$ cat config.mk
export PLATFORM = sky130hd
export DESIGN_NAME = atomic_sequencer_flat
export DESIGN_NICKNAME = d
export VERILOG_FILES = /design/src/rtl/tl_atomic_pkg.sv /design/src/rtl/atomic_sequencer_if.sv /design/src/rtl/atomalu.sv /design/src/rtl/atomic_sequencer.sv /design/src/flat_wrapper.sv
export SDC_FILE = /design/constraint.sdc
export NUM_CORES = 1
export LEC_CHECK = 0
export ABC_CLOCK_PERIOD_IN_PS = 12200
export BUFFER_PORTS_ARGS = -buffer_cell sky130_fd_sc_hd__clkbuf_2
export CAP_MARGIN = 10
export CORE_MARGIN = 2
export CORE_UTILIZATION = 30
export CTS_BUF_LIST = sky130_fd_sc_hd__clkbuf_4 sky130_fd_sc_hd__clkbuf_8
export CTS_CLUSTER_DIAMETER = 30
export DETAILED_ROUTE_END_ITERATION = 8
export SETUP_SLACK_MARGIN = 0.2
export SLEW_MARGIN = 5
export SYNTH_ARGS = -nofsm -noshare
export SYNTH_HDL_FRONTEND = slang
export SYNTH_HIERARCHICAL = 1
export SYNTH_SLANG_ARGS = --single-unit
$ cat constraint.sdc
create_clock -name tilelink_clock_i -period 12.2 [get_ports tilelink_clock_i]
set_clock_uncertainty 0.2 [all_clocks]
set_input_delay 0.61 -clock tilelink_clock_i [delete_from_list [all_inputs] [get_ports tilelink_clock_i]]
set_output_delay 0.61 -clock tilelink_clock_i [all_outputs]
set_load 0.02 [all_outputs]
$ cat src/rtl/tl_atomic_pkg.sv
// Shared TileLink opcode/param constants and the atomic sequencer state encoding.
package tl_atomic_pkg;

  localparam logic [2:0] OP_PUT_FULL        = 3'd0;
  localparam logic [2:0] OP_ACCESS_ACK_DATA = 3'd1;
  localparam logic [2:0] OP_ARITHMETIC      = 3'd2;
  localparam logic [2:0] OP_LOGICAL         = 3'd3;
  localparam logic [2:0] OP_GET             = 3'd4;

  localparam logic [2:0] LOG_XOR  = 3'd0;
  localparam logic [2:0] LOG_OR   = 3'd1;
  localparam logic [2:0] LOG_AND  = 3'd2;
  localparam logic [2:0] LOG_SWAP = 3'd3;

  localparam logic [2:0] ARI_MIN  = 3'd0;
  localparam logic [2:0] ARI_MAX  = 3'd1;
  localparam logic [2:0] ARI_MINU = 3'd2;
  localparam logic [2:0] ARI_MAXU = 3'd3;
  localparam logic [2:0] ARI_ADD  = 3'd4;

  typedef enum logic [2:0] {
    ST_IDLE,
    ST_GET,
    ST_GWAIT,
    ST_PUT,
    ST_PWAIT,
    ST_RESP
  } state_e;

endpackage

$ cat src/rtl/atomic_sequencer_if.sv
// Upstream A/D and memory-side A/D channels of the atomic sequencer.
interface atomic_sequencer_if #(
  parameter int TL_DW = 32,
  parameter int TL_AW = 32,
  parameter int TL_SW = 4
);
  logic             a_valid;
  logic             a_ready;
  logic [2:0]       a_opcode;
  logic [2:0]       a_param;
  logic [2:0]       a_size;
  logic [TL_SW-1:0] a_source;
  logic [TL_AW-1:0] a_address;
  logic [TL_DW-1:0] a_data;

  logic             d_valid;
  logic             d_ready;
  logic [2:0]       d_opcode;
  logic [2:0]       d_size;
  logic [TL_SW-1:0] d_source;
  logic [TL_DW-1:0] d_data;
  logic             d_denied;

  logic             ma_valid;
  logic             ma_ready;
  logic [2:0]       ma_opcode;
  logic [2:0]       ma_size;
  logic [TL_AW-1:0] ma_address;
  logic [TL_DW-1:0] ma_data;

  logic             md_valid;
  logic             md_ready;
  logic [TL_DW-1:0] md_data;
  logic             md_denied;

  // slave is the sequencer's view; master is the requester plus memory around it
  modport slave (
    input  a_valid, a_opcode, a_param, a_size, a_source, a_address, a_data,
    output a_ready,
    output d_valid, d_opcode, d_size, d_source, d_data, d_denied,
    input  d_ready,
    output ma_valid, ma_opcode, ma_size, ma_address, ma_data,
    input  ma_ready,
    input  md_valid, md_data, md_denied,
    output md_ready
  );

  modport master (
    output a_valid, a_opcode, a_param, a_size, a_source, a_address, a_data,
    input  a_ready,
    input  d_valid, d_opcode, d_size, d_source, d_data, d_denied,
    output d_ready,
    input  ma_valid, ma_opcode, ma_size, ma_address, ma_data,
    output ma_ready,
    output md_valid, md_data, md_denied,
    input  md_ready
  );
endinterface

$ cat src/rtl/atomalu.sv
// Combinational atomic ALU: combines the request operand with the current memory word.
module atomalu
  import tl_atomic_pkg::*;
#(
  parameter int DW = 32
) (
  input  logic [2:0]    i_opcode,
  input  logic [2:0]    i_param,
  input  logic [DW-1:0] i_operand,
  input  logic [DW-1:0] i_memory,
  output logic [DW-1:0] o_result
);

  logic w_lt_signed;
  logic w_lt_unsigned;

  assign w_lt_signed   = $signed(i_operand) < $signed(i_memory);
  assign w_lt_unsigned = i_operand < i_memory;

  // Unlisted sub-operations leave memory unchanged by writing back the old word
  always_comb begin
    o_result = i_memory;
    if (i_opcode == OP_LOGICAL) begin
      case (i_param)
        LOG_XOR:  o_result = i_operand ^ i_memory;
        LOG_OR:   o_result = i_operand | i_memory;
        LOG_AND:  o_result = i_operand & i_memory;
        LOG_SWAP: o_result = i_operand;
        default:  o_result = i_memory;
      endcase
    end else if (i_opcode == OP_ARITHMETIC) begin
      case (i_param)
        ARI_MIN:  o_result = w_lt_signed   ? i_operand : i_memory;
        ARI_MAX:  o_result = w_lt_signed   ? i_memory  : i_operand;
        ARI_MINU: o_result = w_lt_unsigned ? i_operand : i_memory;
        ARI_MAXU: o_result = w_lt_unsigned ? i_memory  : i_operand;
        ARI_ADD:  o_result = i_operand + i_memory;
        default:  o_result = i_memory;
      endcase
    end
  end

endmodule

$ cat src/rtl/atomic_sequencer.sv
// Turns one TileLink atomic request into a memory Get, an ALU step and a PutFullData,
// then answers upstream with the pre-operation value. One transaction in flight.
module atomic_sequencer
  import tl_atomic_pkg::*;
#(
  parameter int TL_DW = 32,
  parameter int TL_AW = 32,
  parameter int TL_SW = 4
) (
  input logic               tilelink_clock_i,
  input logic               tilelink_reset_i,
  atomic_sequencer_if.slave bus
);

  state_e           r_state;
  state_e           w_next_state;

  logic [2:0]       r_opcode;
  logic [2:0]       r_param;
  logic [2:0]       r_size;
  logic [TL_SW-1:0] r_source;
  logic [TL_AW-1:0] r_address;
  logic [TL_DW-1:0] r_data;
  logic [TL_DW-1:0] r_old;
  logic [TL_DW-1:0] r_result;
  logic             r_denied;

  logic [TL_DW-1:0] w_result;
  logic             w_a_ready;
  logic             w_ma_valid;
  logic [2:0]       w_ma_opcode;
  logic [TL_DW-1:0] w_ma_data;
  logic             w_md_ready;
  logic             w_d_valid;
  logic [2:0]       w_d_opcode;

  atomalu #(.DW(TL_DW)) u_atomalu (
    .i_opcode  (r_opcode),
    .i_param   (r_param),
    .i_operand (r_data),
    .i_memory  (bus.md_data),
    .o_result  (w_result)
  );

  always_ff @(posedge tilelink_clock_i or posedge tilelink_reset_i) begin
    if (tilelink_reset_i) r_state <= ST_IDLE;
    else                  r_state <= w_next_state;
  end

  always_comb begin
    w_next_state = r_state;
    case (r_state)
      ST_IDLE:  if (bus.a_valid)  w_next_state = ST_GET;
      ST_GET:   if (bus.ma_ready) w_next_state = ST_GWAIT;
      ST_GWAIT: if (bus.md_valid) w_next_state = bus.md_denied ? ST_RESP : ST_PUT;
      ST_PUT:   if (bus.ma_ready) w_next_state = ST_PWAIT;
      ST_PWAIT: if (bus.md_valid) w_next_state = ST_RESP;
      ST_RESP:  if (bus.d_ready)  w_next_state = ST_IDLE;
      default:  w_next_state = ST_IDLE;
    endcase
  end

  always_comb begin
    w_a_ready   = 1'b0;
    w_ma_valid  = 1'b0;
    w_ma_opcode = OP_PUT_FULL;
    w_ma_data   = '0;
    w_md_ready  = 1'b0;
    w_d_valid   = 1'b0;
    w_d_opcode  = '0;
    case (r_state)
      ST_IDLE:  w_a_ready = 1'b1;
      ST_GET: begin
        w_ma_valid  = 1'b1;
        w_ma_opcode = OP_GET;
      end
      ST_PUT: begin
        w_ma_valid = 1'b1;
        w_ma_data  = r_result;
      end
      ST_GWAIT, ST_PWAIT: w_md_ready = 1'b1;
      ST_RESP: begin
        w_d_valid  = 1'b1;
        w_d_opcode = OP_ACCESS_ACK_DATA;
      end
      default: ;
    endcase
  end

  // A denied Get reports zero as the old value; a denied Put keeps the old value
  always_ff @(posedge tilelink_clock_i or posedge tilelink_reset_i) begin
    if (tilelink_reset_i) begin
      r_opcode  <= '0;
      r_param   <= '0;
      r_size    <= '0;
      r_source  <= '0;
      r_address <= '0;
      r_data    <= '0;
      r_old     <= '0;
      r_result  <= '0;
      r_denied  <= 1'b0;
    end else begin
      case (r_state)
        ST_IDLE: begin
          if (bus.a_valid) begin
            r_opcode  <= bus.a_opcode;
            r_param   <= bus.a_param;
            r_size    <= bus.a_size;
            r_source  <= bus.a_source;
            r_address <= bus.a_address;
            r_data    <= bus.a_data;
            r_old     <= '0;
            r_result  <= '0;
            r_denied  <= 1'b0;
          end
        end
        ST_GWAIT: begin
          if (bus.md_valid) begin
            if (bus.md_denied) begin
              r_denied <= 1'b1;
              r_old    <= '0;
            end else begin
              r_old    <= bus.md_data;
              r_result <= w_result;
            end
          end
        end
        ST_PWAIT: begin
          if (bus.md_valid && bus.md_denied) r_denied <= 1'b1;
        end
        default: ;
      endcase
    end
  end

  assign bus.a_ready    = w_a_ready;
  assign bus.ma_valid   = w_ma_valid;
  assign bus.ma_opcode  = w_ma_opcode;
  assign bus.ma_size    = r_size;
  assign bus.ma_address = r_address;
  assign bus.ma_data    = w_ma_data;
  assign bus.md_ready   = w_md_ready;
  assign bus.d_valid    = w_d_valid;
  assign bus.d_opcode   = w_d_opcode;
  assign bus.d_size     = r_size;
  assign bus.d_source   = r_source;
  assign bus.d_data     = r_old;
  assign bus.d_denied   = r_denied;

endmodule

$ cat src/flat_wrapper.sv
// flat-port wrapper written by rule: the top's interface ports become plain ports
module atomic_sequencer_flat import tl_atomic_pkg::*;
#(
  parameter int TL_DW = 32,
  parameter int TL_AW = 32,
  parameter int TL_SW = 4
)
  (tilelink_clock_i, tilelink_reset_i, bus_a_valid, bus_a_opcode, bus_a_param, bus_a_size, bus_a_source, bus_a_address, bus_a_data, bus_a_ready, bus_d_valid, bus_d_opcode, bus_d_size, bus_d_source, bus_d_data, bus_d_denied, bus_d_ready, bus_ma_valid, bus_ma_opcode, bus_ma_size, bus_ma_address, bus_ma_data, bus_ma_ready, bus_md_valid, bus_md_data, bus_md_denied, bus_md_ready);
  atomic_sequencer_if #(.TL_DW(TL_DW), .TL_AW(TL_AW), .TL_SW(TL_SW)) bus_i ();
  input logic tilelink_clock_i;
  input logic tilelink_reset_i;
  input wire logic [$bits(bus_i.a_valid)-1:0] bus_a_valid;
  input wire logic [$bits(bus_i.a_opcode)-1:0] bus_a_opcode;
  input wire logic [$bits(bus_i.a_param)-1:0] bus_a_param;
  input wire logic [$bits(bus_i.a_size)-1:0] bus_a_size;
  input wire logic [$bits(bus_i.a_source)-1:0] bus_a_source;
  input wire logic [$bits(bus_i.a_address)-1:0] bus_a_address;
  input wire logic [$bits(bus_i.a_data)-1:0] bus_a_data;
  output wire logic [$bits(bus_i.a_ready)-1:0] bus_a_ready;
  output wire logic [$bits(bus_i.d_valid)-1:0] bus_d_valid;
  output wire logic [$bits(bus_i.d_opcode)-1:0] bus_d_opcode;
  output wire logic [$bits(bus_i.d_size)-1:0] bus_d_size;
  output wire logic [$bits(bus_i.d_source)-1:0] bus_d_source;
  output wire logic [$bits(bus_i.d_data)-1:0] bus_d_data;
  output wire logic [$bits(bus_i.d_denied)-1:0] bus_d_denied;
  input wire logic [$bits(bus_i.d_ready)-1:0] bus_d_ready;
  output wire logic [$bits(bus_i.ma_valid)-1:0] bus_ma_valid;
  output wire logic [$bits(bus_i.ma_opcode)-1:0] bus_ma_opcode;
  output wire logic [$bits(bus_i.ma_size)-1:0] bus_ma_size;
  output wire logic [$bits(bus_i.ma_address)-1:0] bus_ma_address;
  output wire logic [$bits(bus_i.ma_data)-1:0] bus_ma_data;
  input wire logic [$bits(bus_i.ma_ready)-1:0] bus_ma_ready;
  input wire logic [$bits(bus_i.md_valid)-1:0] bus_md_valid;
  input wire logic [$bits(bus_i.md_data)-1:0] bus_md_data;
  input wire logic [$bits(bus_i.md_denied)-1:0] bus_md_denied;
  output wire logic [$bits(bus_i.md_ready)-1:0] bus_md_ready;
  assign bus_i.a_valid = bus_a_valid;
  assign bus_i.a_opcode = bus_a_opcode;
  assign bus_i.a_param = bus_a_param;
  assign bus_i.a_size = bus_a_size;
  assign bus_i.a_source = bus_a_source;
  assign bus_i.a_address = bus_a_address;
  assign bus_i.a_data = bus_a_data;
  assign bus_a_ready = bus_i.a_ready;
  assign bus_d_valid = bus_i.d_valid;
  assign bus_d_opcode = bus_i.d_opcode;
  assign bus_d_size = bus_i.d_size;
  assign bus_d_source = bus_i.d_source;
  assign bus_d_data = bus_i.d_data;
  assign bus_d_denied = bus_i.d_denied;
  assign bus_i.d_ready = bus_d_ready;
  assign bus_ma_valid = bus_i.ma_valid;
  assign bus_ma_opcode = bus_i.ma_opcode;
  assign bus_ma_size = bus_i.ma_size;
  assign bus_ma_address = bus_i.ma_address;
  assign bus_ma_data = bus_i.ma_data;
  assign bus_i.ma_ready = bus_ma_ready;
  assign bus_i.md_valid = bus_md_valid;
  assign bus_i.md_data = bus_md_data;
  assign bus_i.md_denied = bus_md_denied;
  assign bus_md_ready = bus_i.md_ready;
  atomic_sequencer #(.TL_DW(TL_DW), .TL_AW(TL_AW), .TL_SW(TL_SW)) u_core (.tilelink_clock_i(tilelink_clock_i), .tilelink_reset_i(tilelink_reset_i), .bus(bus_i));
endmodule
; ---- Word-level counts from Yosys, hierarchy flattened
; Cells that the tools add are included.
[word_totals]
register_bits = 145
latchBits = 0
ram_bits = 0
mem_bits_ro = 0
in_bits = 116
elab_cells = 83
memories = 0
[op_classes]
add_sub_neg = 1
mul = 0
div = 0
order_cmp = 2
n_eq_ne = 20
shift = 0
muxes = 35
bitwise = 3
reduce_logical = 12
[op_table]
columns = operator, count
row1 = $mux W32, 12
row2 = $pmux W32 S5, 1
row3 = $pmux W32 S2, 2
row4 = $pmux W32 S4, 1
row5 = $lt A32 B32 Y1, 2
row6 = $add A32 B32 Y32, 1
row7 = $and A32 B32 Y32, 1
row8 = $or A32 B32 Y32, 1
row9 = $xor A32 B32 Y32, 1
row10 = $mux W3, 8
row11 = $eq A3 B2 Y1 const B, 6
row12 = $pmux W3 S6, 1
row13 = $ne A2 B2 Y1 const B, 8
row14 = $eq A3 B3 Y1 const B, 3
row15 = $mux W1, 9
row16 = $eq A3 B1 Y1 const B, 2
row17 = $logic_not A3 Y1, 2
row18 = $reduce_and A6 Y1, 1
row19 = $reduce_and A5 Y1, 1
row20 = $reduce_and A4 Y1, 1
row21 = $reduce_or A2 Y1, 2
row22 = $pmux W1 S3, 1
row23 = $reduce_and A3 Y1, 1
row24 = $reduce_bool A3 Y1, 1
row25 = 4 further kinds, 4

; ---- Depth between registers and ports, before layout
; Gate-level depths: netlist (run 1).
[logic_depth]
depth_word = 8
depth_mapped = 15
mapped_depth_nobuf = 12

; ---- Cells and area by module
; Netlist (run 1), hierarchy kept.
[modules_own_cells]
columns = mod, n_inst, cells_per_inst, area_each_um2, seq_area_each_um2
row1 = atomic_sequencer, 1, 422, 5990.7, 3628.5
row2 = atomalu, 1, 768, 5242.5, 0.0

; ---- Worst setup path after synthesis (run 1)
; OpenSTA, ideal clock, no wires.
[synth_path]
kind = input-to-reg
from = input bus_md_data[9]
to = register u_core.r_result[11]
setup_time_ns = 0.125
arrival_time_ns = 3.546
required_time_ns = 11.875
setup_slack_ns = 8.329
stages = 14
n_path_buf = 2
path_cell_list = inv_1 ha_1 buf_2 or4_1 a21oi_1 o31a_2 a2111oi_4 o211a_1 buf_6 xnor3_2 mux2i_1 o22ai_1 a221o_1 mux2_2
[synth_via]
elab_chain_len = 8
word_cells_on_any_way = 13
[synth_rtl]
columns = item, line_no
row1 = from (decl), flat_wrapper.sv:34  ; input wire logic [$bits(bus_i.md_data)-1:0] bus_md_data;
row2 = "$lt A32 B32 Y1, on equally long branches", "atomalu.sv:18, atomalu.sv:17"
row3 = "$mux W32, on equally long branches", -
row4 = $pmux W32 S5 *, atomalu.sv:32  ; case (i_param)
row5 = $mux W32 *, atomalu.sv:31  ; end else if (i_opcode == OP_ARITHMETIC) begin
row6 = $mux W32 *, atomalu.sv:23  ; if (i_opcode == OP_LOGICAL) begin
row7 = via u_core.w_result[11], atomic_sequencer.sv:28  ; logic [TL_DW-1:0] w_result;
row8 = $mux W32 *, atomic_sequencer.sv:119  ; if (bus.md_denied) begin
row9 = $mux W32 *, atomic_sequencer.sv:118  ; if (bus.md_valid) begin
row10 = $pmux W32 S2 *, atomic_sequencer.sv:103  ; case (r_state)
row11 = to (signal assigned), atomic_sequencer.sv:124  ; r_result <= w_result;
row12 = to (decl), atomic_sequencer.sv:25  ; logic [TL_DW-1:0] r_result;
; Mark *: on every way through the listed nets, which the timed path passes. The rest lies on a longest branch. The select of a mux whose other input is x is not followed.
; A chain may end at the register's enable or synchronous reset.

; ---- Final worst setup path (run 1)
[layout_path]
from = register u_core.r_data[31]
to = register u_core.r_result[21]
[layout_via]
elab_chain_len = 8
word_cells_on_any_way = 12
[layout_rtl]
columns = item, line_no
row1 = from (decl), atomic_sequencer.sv:23  ; logic [TL_DW-1:0] r_data;
row2 = from (signal assigned), atomic_sequencer.sv:111  ; r_data <= bus.a_data;
row3 = "$lt A32 B32 Y1, on equally long branches", "atomalu.sv:18, atomalu.sv:17"
row4 = "$mux W32, on equally long branches", -
row5 = $pmux W32 S5 *, atomalu.sv:32
row6 = $mux W32 *, atomalu.sv:31
row7 = $mux W32 *, atomalu.sv:23
row8 = via u_core.w_result[21], atomic_sequencer.sv:28
row9 = $mux W32 *, atomic_sequencer.sv:119
row10 = $mux W32 *, atomic_sequencer.sv:118
row11 = $pmux W32 S2 *, atomic_sequencer.sv:103
; Marks and branches as above.

==> metrics.txt, run 1 <==
# TYPE chip_impl_metric gauge
chip_impl_metric{name="slowest_delay",unit="ps"} 550
chip_impl_metric{name="grt_util_all_layers",unit=""} 0.197
chip_impl_info{name="critical_path.slowest_cell",value="sky130_fd_sc_hd__xnor3_1"} 1
chip_impl_metric{name="report.final.hold_viol_count",unit=""} 0
chip_impl_info{name="timing.critical_path.to_type",value="flop"} 1
chip_impl_metric{name="count_of_flip_flops_with_a_built_in_enable_after_synthesis",unit=""} 0
chip_impl_metric{name="first_iter_violations",unit=""} 657
chip_impl_metric{name="tns",unit="ps"} 0
chip_impl_metric{name="report.power.total",unit="mW"} 3.60
chip_impl_metric{name="post_route_cells_drive_above_1_share",unit=""} 0.300
chip_impl_metric{name="first_global_vias",unit=""} 9881
chip_impl_metric{name="number_of_instances_resized_during_post_cts_repair",unit=""} 0
chip_impl_info{name="most-common-layout-cells",value="sky130_fd_sc_hd__clkbuf_2, sky130_fd_sc_hd__dfrtp_1, sky130_fd_sc_hd__mux2_2"} 1
chip_impl_metric{name="placement_rows",unit=""} 70
chip_impl_info{name="hold_path_class",value="primary input to asynchronous set/reset pin"} 1
chip_impl_metric{name="yosysWarnings",unit=""} 6
chip_impl_metric{name="maximum_number_of_pins_on_one_net_before_global_route_repair",unit=""} 92
chip_impl_metric{name="timing.final.crit_period",unit="ps"} 4650
chip_impl_metric{name="nFillCells",unit=""} 3831
chip_impl_metric{name="yosys_cell_types",unit=""} 79
chip_impl_metric{name="cts_made_buffers",unit=""} 17
chip_impl_metric{name="timing.critical_path.arrival",unit="ps"} 4900
chip_impl_metric{name="routed_wl",unit="um"} 39000
chip_impl_metric{name="cellLeakagePower",unit="nW"} 6.38
chip_impl_metric{name="netlist_area",unit="sq um"} 11200
chip_impl_metric{name="hold_buffers",unit=""} 0
chip_impl_metric{name="finalSetupViolCount",unit=""} 0
chip_impl_metric{name="maxClockFrequency",unit="GHz"} 0.215
chip_impl_metric{name="slew_headroom",unit=""} 0.188
chip_impl_info{name="run_status",value="completed"} 1
chip_impl_metric{name="drv.max_cap_violation_count",unit=""} 0
chip_impl_metric{name="synth_seq_cells",unit=""} 145
chip_impl_info{name="ys.flop_type",value="sky130_fd_sc_hd__dfrtp_1"} 1
chip_impl_metric{name="starting_density_of_the_core",unit=""} 0.305
chip_impl_metric{name="drt-wirelength-per-cell",unit="um"} 21.1
chip_impl_metric{name="grt_first_pass_wirelength",unit="um"} 58600
chip_impl_metric{name="drt-pass1-iter-count",unit=""} 6
chip_impl_metric{name="power-per-cell-area",unit="nW/um^2"} 275
chip_impl_metric{name="postRouteAntennaNets",unit=""} 0
chip_impl_info{name="critical_path_class",value="flop to flop"} 1
chip_impl_metric{name="grt.overflow.total",unit=""} 0
chip_impl_metric{name="clock_tree.buffer_depth",unit=""} 2
chip_impl_metric{name="finish.net_count",unit=""} 1577
chip_impl_metric{name="timing.final.crit_share",unit=""} 0.381
chip_impl_metric{name="timing_max_transition_violations_final",unit=""} 0
chip_impl_metric{name="path_clk_slew",unit="ps"} 110
chip_impl_info{name="worst_r2r_endpoint",value="u_core/r_result[21]"} 1
chip_impl_metric{name="worst_ir_drop_vdd",unit="V"} 0.000126
chip_impl_metric{name="number_of_instances_in_the_synthesized_netlist",unit=""} 1190
chip_impl_info{name="grt_setup_unrepaired",value="false"} 1
chip_impl_metric{name="num_io_pins",unit=""} 233
chip_impl_metric{name="vias",unit=""} 10100
chip_impl_metric{name="clock_latency",unit="ps"} 500
chip_impl_metric{name="path_max_fanout",unit=""} 13
chip_impl_metric{name="tightest_slew",unit="ps"} 1210
chip_impl_info{name="crit_path_cell_trace",value="inv_1, ha_1, or4_1, nor4b_2, o211ai_1, o211a_1, xnor3_1, buf_4, nor2_2, a22oi_1, o21ai_0, mux2_2"} 1
chip_impl_metric{name="area.growth.synth_to_final",unit="%"} 16.4
chip_impl_metric{name="tritoncts_num_sinks",unit=""} 145
chip_impl_metric{name="route.detailed.drc",unit=""} 0
chip_impl_metric{name="die_y",unit="um"} 198
chip_impl_metric{name="cts_post_setup_buffers_inserted",unit=""} 0
chip_impl_metric{name="final_core_util",unit=""} 0.355
chip_impl_info{name="reg2reg_from",value="u_core/r_data[31]"} 1
chip_impl_info{name="commonest_non_fill_non_tap_cell_in_the_layout",value="sky130_fd_sc_hd__clkbuf_2"} 1
chip_impl_metric{name="grt_antenna_before_repair",unit=""} 1
chip_impl_metric{name="floorplan.die_area",unit="sq um"} 39000
chip_impl_metric{name="placeableCoreArea",unit="sq um"} 36800
chip_impl_metric{name="critical_path_required",unit="ps"} 12450
chip_impl_info{name="tritoncts",value="done"} 1
chip_impl_metric{name="numPortBuffers",unit=""} 228
chip_impl_metric{name="r2r_slack",unit="ps"} 7550
chip_impl_metric{name="cts-htree-levels",unit=""} 4
chip_impl_metric{name="globalplace.congestion",unit=""} 0.937
chip_impl_metric{name="dp.final_hpwl",unit="um"} 27600
chip_impl_metric{name="die-width",unit="um"} 198
chip_impl_info{name="cts-root-buf",value="sky130_fd_sc_hd__clkbuf_8"} 1
chip_impl_metric{name="asyncSetResetFlopFracSynth",unit=""} 1.00
chip_impl_metric{name="post_drt_via_cell_ratio",unit=""} 5.50
chip_impl_info{name="worst_setup_path_start_kind",value="flop"} 1
chip_impl_metric{name="timing.reg2reg.worst_path_depth",unit=""} 12
chip_impl_metric{name="avgSynthCellArea",unit="sq um"} 9.44
chip_impl_metric{name="synth-seq-area-share",unit=""} 0.323
## synthesized netlist by cell type, drive strengths merged (21+ instances only)
| library cell | count | area share |
|---|---|---|
| dfrtp | 145 | 0.32 |
| mux2 | 110 | 0.11 |
| inv | 97 | 0.032 |
| ha | 96 | 0.11 |
| a21oi | 77 | 0.034 |
| nand2 | 68 | 0.023 |
| clkbuf | 49 | 0.016 |
| o21ai | 49 | 0.022 |
| nor2 | 47 | 0.016 |
| buf | 44 | 0.026 |
| nor2b | 43 | 0.024 |
| and3 | 35 | 0.019 |
| a22o | 33 | 0.026 |
| a22oi | 24 | 0.016 |
| nor3 | 22 | 0.010 |
| o211ai | 21 | 0.014 |
## sequential cells by signal, indices dropped and copies added, names as in the netlist
signal	flops
u_core/bus.ma_address	32
u_core/bus.d_source	4
u_core/bus.d_data	32
u_core/r_result	32
u_core/r_state	3
u_core/bus.d_size	3
u_core/r_opcode	3
u_core/bus.d_denied	1
u_core/r_data	32
u_core/r_param	3
## final cells by class
type | instances | area (sq um) | area share
tap | 468 | 586 | 0.0448
clock inverter | 15 | 161 | 0.0123
multi-input combinational | 857 | 6820 | 0.522
antenna | 1 | 2.50 | 0.000191
inverter | 98 | 373 | 0.0285
clock buffer | 17 | 234 | 0.0179
timing repair buffer | 245 | 1270 | 0.0970
sequential | 145 | 3630 | 0.277
## where the power goes
part	internal, mW	switching [mW]	total (mW)
clock	0.155	0.242	0.397
sequential	0.695	0.212	0.907
combinational	0.898	1.40	2.30
## cells by family (layout without fill, tap and decap cells)
group	count (synthesis)	count (layout)	synth area share
flops	145	145	0.323
mux	130	130	0.138
compound gates	328	328	0.203
xor+xnor	34	34	0.0303
fa+ha+maj	97	97	0.109
other cells	1	5	0.000334
simple gates	264	264	0.122
buf+inv	191	375	0.0747
## metal layers
layer | global-route usage | wire, um | vias to the layer above
met4 | 0.0863 | 1530 | 0
met1 | 0.246 | 16400 | 5012
met3 | 0.0411 | 2420 | 91
met2 | 0.326 | 18700 | 411
met5 | 0 | 0 | -
li1 | - | - | 4630
## stage by stage
step,cell area (sq um),hold slack (ps),setup slack [ps],std cells
floorplan,11200,279,7500,1193
global placement,12700,283,7460,1813
detailed placement,12700,280,7370,1813
CTS,13100,80.4,7670,1845
global route,13100,100,7410,1845
finish,13100,61.4,7550,1846
## critical path: cells and delay by family (launching register included)
family	cells	cell delay, ps
AND/OR/NAND/NOR	3	1350
AO/OA/AOI/OAI	4	970
XOR/XNOR	1	550
flip-flops	1	520
adder cells (fa/ha/maj)	1	410
buffers and inverters	2	400
multiplexers	1	200
## how the worst max path moves through the flow
stage	startpoint	endpoint	slack, ps	cells after the start
2_1_floorplan	tilelink_reset_i	u_core/bus.d_data[0]	7500	1
3_3_place_gp	bus_md_data[9]	u_core/r_result[17]	7460	14
3_5_place_dp	bus_md_data[9]	u_core/r_result[21]	7370	14
4_1_cts	u_core/r_data[31]	u_core/r_result[17]	7670	12
5_1_grt	u_core/r_data[30]	u_core/r_result[21]	7410	12
6_report	u_core/r_data[31]	u_core/r_result[21]	7550	12
Note: power is estimated with default switching activity, not from simulation.
==> run 2: changes to the inputs <==
ABC_CLOCK_PERIOD_IN_PS = 4100   (was 12200)
clock period = 4.1 ns   (was 12.2 ns; I/O delays follow)
==> run 2 against run 1 <==
Effect of this change: final cell count is 11% higher; non-clock buffer count is 195 higher; combinational power grew to 3.3 times the previous value; clock power grew to 2.9 times the previous value; sequential share of layout area is 3.3 points lower; critical path depth is 3 higher; die area stayed put; count of clock-buffer cells in the layout is 2 higher; largest power group unchanged; highest routed layer unchanged.
==> metrics.txt, run 2 (synthesis results as in run 1) <==
# TYPE chip_impl_metric gauge
chip_impl_metric{name="grt.overflow.total",unit=""} 0
chip_impl_metric{name="starting_density_of_the_core",unit=""} 0.305
chip_impl_metric{name="report.final.hold_viol_count",unit=""} 0
chip_impl_metric{name="cts_made_buffers",unit=""} 17
chip_impl_metric{name="nFillCells",unit=""} 3654
chip_impl_metric{name="drv.max_cap_violation_count",unit=""} 0
chip_impl_metric{name="placeableCoreArea",unit="sq um"} 36800
chip_impl_metric{name="path_max_fanout",unit=""} 6
chip_impl_metric{name="timing.final.crit_period",unit="ps"} 3790
chip_impl_info{name="tritoncts",value="done"} 1
chip_impl_metric{name="worst_ir_drop_vdd",unit="V"} 0.000317
chip_impl_metric{name="first_global_vias",unit=""} 11100
chip_impl_metric{name="routed_wl",unit="um"} 42500
chip_impl_metric{name="tritoncts_num_sinks",unit=""} 145
chip_impl_info{name="run_status",value="completed"} 1
chip_impl_metric{name="slew_headroom",unit=""} 0.291
chip_impl_info{name="cpLargestDelayFamily",value="compound AO/OA/AOI/OAI gates"} 1
chip_impl_metric{name="cts-htree-levels",unit=""} 4
chip_impl_metric{name="place.detailed.instances",unit=""} 1891
chip_impl_info{name="hold_path_class",value="primary input to asynchronous set/reset pin"} 1
chip_impl_metric{name="pwr-share-seq",unit=""} 0.230
chip_impl_metric{name="clock_tree.buffer_depth",unit=""} 2
chip_impl_metric{name="timing.reg2reg.worst_path_depth",unit=""} 13
chip_impl_metric{name="grt_util_all_layers",unit=""} 0.217
chip_impl_metric{name="antenna_cells",unit=""} 0
chip_impl_metric{name="timing.critical_path.depth",unit=""} 15
chip_impl_metric{name="report.power.total",unit="mW"} 11.5
chip_impl_metric{name="die-width",unit="um"} 198
chip_impl_metric{name="num_io_pins",unit=""} 233
chip_impl_metric{name="globalplace.congestion",unit=""} 0.901
chip_impl_metric{name="layout.cell_area.non_filler",unit="sq um"} 14900
chip_impl_metric{name="maximum_number_of_pins_on_one_net_before_global_route_repair",unit=""} 77
chip_impl_metric{name="finish.net_count",unit=""} 1772
chip_impl_info{name="cts-root-buf",value="sky130_fd_sc_hd__clkbuf_8"} 1
chip_impl_metric{name="swShare",unit=""} 0.496
chip_impl_metric{name="detailedPlace.worstSlack",unit="ps"} 166
chip_impl_metric{name="timing_max_transition_violations_final",unit=""} 0
chip_impl_metric{name="clock_latency",unit="ps"} 520
chip_impl_metric{name="tns",unit="ps"} 0
chip_impl_metric{name="critical_path.n_buffers_inverters",unit=""} 4
chip_impl_info{name="critical_path_class",value="primary input to flop"} 1
chip_impl_metric{name="route.detailed.drc",unit=""} 0
chip_impl_metric{name="postRouteAntennaNets",unit=""} 0
chip_impl_info{name="crit_path_cell_trace",value="dlygate4sd3_1, clkbuf_2, inv_1, ha_1, nor3_1, o31ai_1, nand3_1, a2111oi_4, o211a_1, xnor3_2, o21ai_1, buf_4, a31oi_1, o21ai_0, mux2_2"} 1
chip_impl_metric{name="path_clk_slew",unit="ps"} 100
chip_impl_metric{name="tightest_slew",unit="ps"} 1060
chip_impl_metric{name="final_core_util",unit=""} 0.404
chip_impl_info{name="most-common-layout-cells",value="sky130_fd_sc_hd__clkbuf_2, sky130_fd_sc_hd__dfrtp_1, sky130_fd_sc_hd__dlygate4sd3_1"} 1
chip_impl_metric{name="post_drt_via_cell_ratio",unit=""} 5.35
chip_impl_info{name="commonest_non_fill_non_tap_cell_in_the_layout",value="sky130_fd_sc_hd__clkbuf_2"} 1
chip_impl_metric{name="area.growth.synth_to_final",unit="%"} 32.4
chip_impl_metric{name="post_layout_nonfiller_instances",unit=""} 2040
chip_impl_info{name="timing.critical_path.to_type",value="flop"} 1
chip_impl_metric{name="placed_cell_area",unit="sq um"} 13300
chip_impl_metric{name="drt-pass1-iter-count",unit=""} 8
chip_impl_metric{name="post-route-worst-setup-slack",unit="ps"} 309
chip_impl_metric{name="numPortBuffers",unit=""} 228
chip_impl_metric{name="dp.final_hpwl",unit="um"} 30300
chip_impl_metric{name="timing.final.crit_share",unit=""} 0.925
chip_impl_info{name="critical_path.slowest_cell",value="sky130_fd_sc_hd__dlygate4sd3_1"} 1
chip_impl_metric{name="grt_antenna_before_repair",unit=""} 0
chip_impl_metric{name="critical_path_required",unit="ps"} 4340
chip_impl_metric{name="clockPowerShare",unit=""} 0.102
chip_impl_info{name="worst_setup_path_start_kind",value="primary input"} 1
chip_impl_metric{name="p_sw",unit="mW"} 5.69
chip_impl_metric{name="grt_first_pass_wirelength",unit="um"} 64500
chip_impl_metric{name="first_iter_violations",unit=""} 908
chip_impl_metric{name="pwr-share-comb",unit=""} 0.668
chip_impl_metric{name="floorplan.die_area",unit="sq um"} 39000
chip_impl_metric{name="vias",unit=""} 10900
chip_impl_metric{name="die_y",unit="um"} 198
chip_impl_metric{name="drt-wirelength-per-cell",unit="um"} 20.8
chip_impl_info{name="grt_setup_unrepaired",value="false"} 1
chip_impl_metric{name="maxClockFrequency",unit="GHz"} 0.264
chip_impl_metric{name="placement_rows",unit=""} 70
chip_impl_metric{name="timing.critical_path.arrival",unit="ps"} 4040
chip_impl_metric{name="intPower",unit="mW"} 5.79
chip_impl_metric{name="worst_hold_slack",unit="ps"} 249
chip_impl_metric{name="power-per-cell-area",unit="nW/um^2"} 772
chip_impl_metric{name="finalSetupViolCount",unit=""} 0
chip_impl_metric{name="post_route_cells_drive_above_1_share",unit=""} 0.319
chip_impl_metric{name="cellLeakagePower",unit="nW"} 7.23
chip_impl_metric{name="slowest_delay",unit="ps"} 520
chip_impl_metric{name="cts_post_setup_buffers_inserted",unit=""} 0
==> run 2: power groups by stage <==
stage | Combinational, mW | Sequential [mW] | Clock, mW
CTS | 7.48 | 2.62 | 1.22
floorplan | 4.57 | 2.89 | 0
global route | 8.26 | 2.72 | 1.27
global placement | 7.27 | 2.62 | 0
finish | 7.67 | 2.64 | 1.17
detailed placement | 7.33 | 2.65 | 0
==> run 2: worst min-delay path: stages <==
cell                            delay (ps)
sky130_fd_sc_hd__dlygate4sd3_1         530
sky130_fd_sc_hd__clkbuf_2              120
sky130_fd_sc_hd__clkinvlp_4            640
==> run 2: metal layers <==
layer | GRT usage | up-vias | wire [um]
met1 | 0.278 | 5419 | 18500
met3 | 0.0340 | 65 | 2140
met2 | 0.370 | 409 | 20900
met5 | 0 | - | 0
li1 | - | 5023 | -
met4 | 0.0738 | 0 | 978
==> run 2: area by class of cell <==
type                            instances  area [sq um]  share of cell area
Clock inverter                         13           115             0.00774
Multi-Input combinational cell        857          6880               0.462
Sequential cell                       145          3630               0.244
Clock buffer                           19           255              0.0172
Inverter                               98           372              0.0250
Timing Repair Buffer                  440          3040               0.204
Tap cell                              468           586              0.0394
==> run 2: path summary, 6_finish.rpt <==
path	from	endpoint	slack, ps
worst min register to register	u_core/bus.d_data[30]	u_core/bus.d_data[30]	310
worst max-delay path	bus_md_data[1]	u_core/r_result[9]	310
min in group tilelink_clock_i	bus_a_data[17]	u_core/r_data[17]	250
max in group asynchronous	tilelink_reset_i	u_core/bus.ma_address[6]	2470
worst min-delay path	tilelink_reset_i	u_core/bus.ma_address[5]	250
worst max register to register	u_core/r_data[10]	u_core/r_result[5]	330
==> run 2: what timing repair did <==
action,4_1_cts,5_1_grt
gates resized for setup,1,19
hold endpoints to repair,162,0
endpoints found under the setup margin,1,27
pin swaps,0,2
hold buffers,117,0
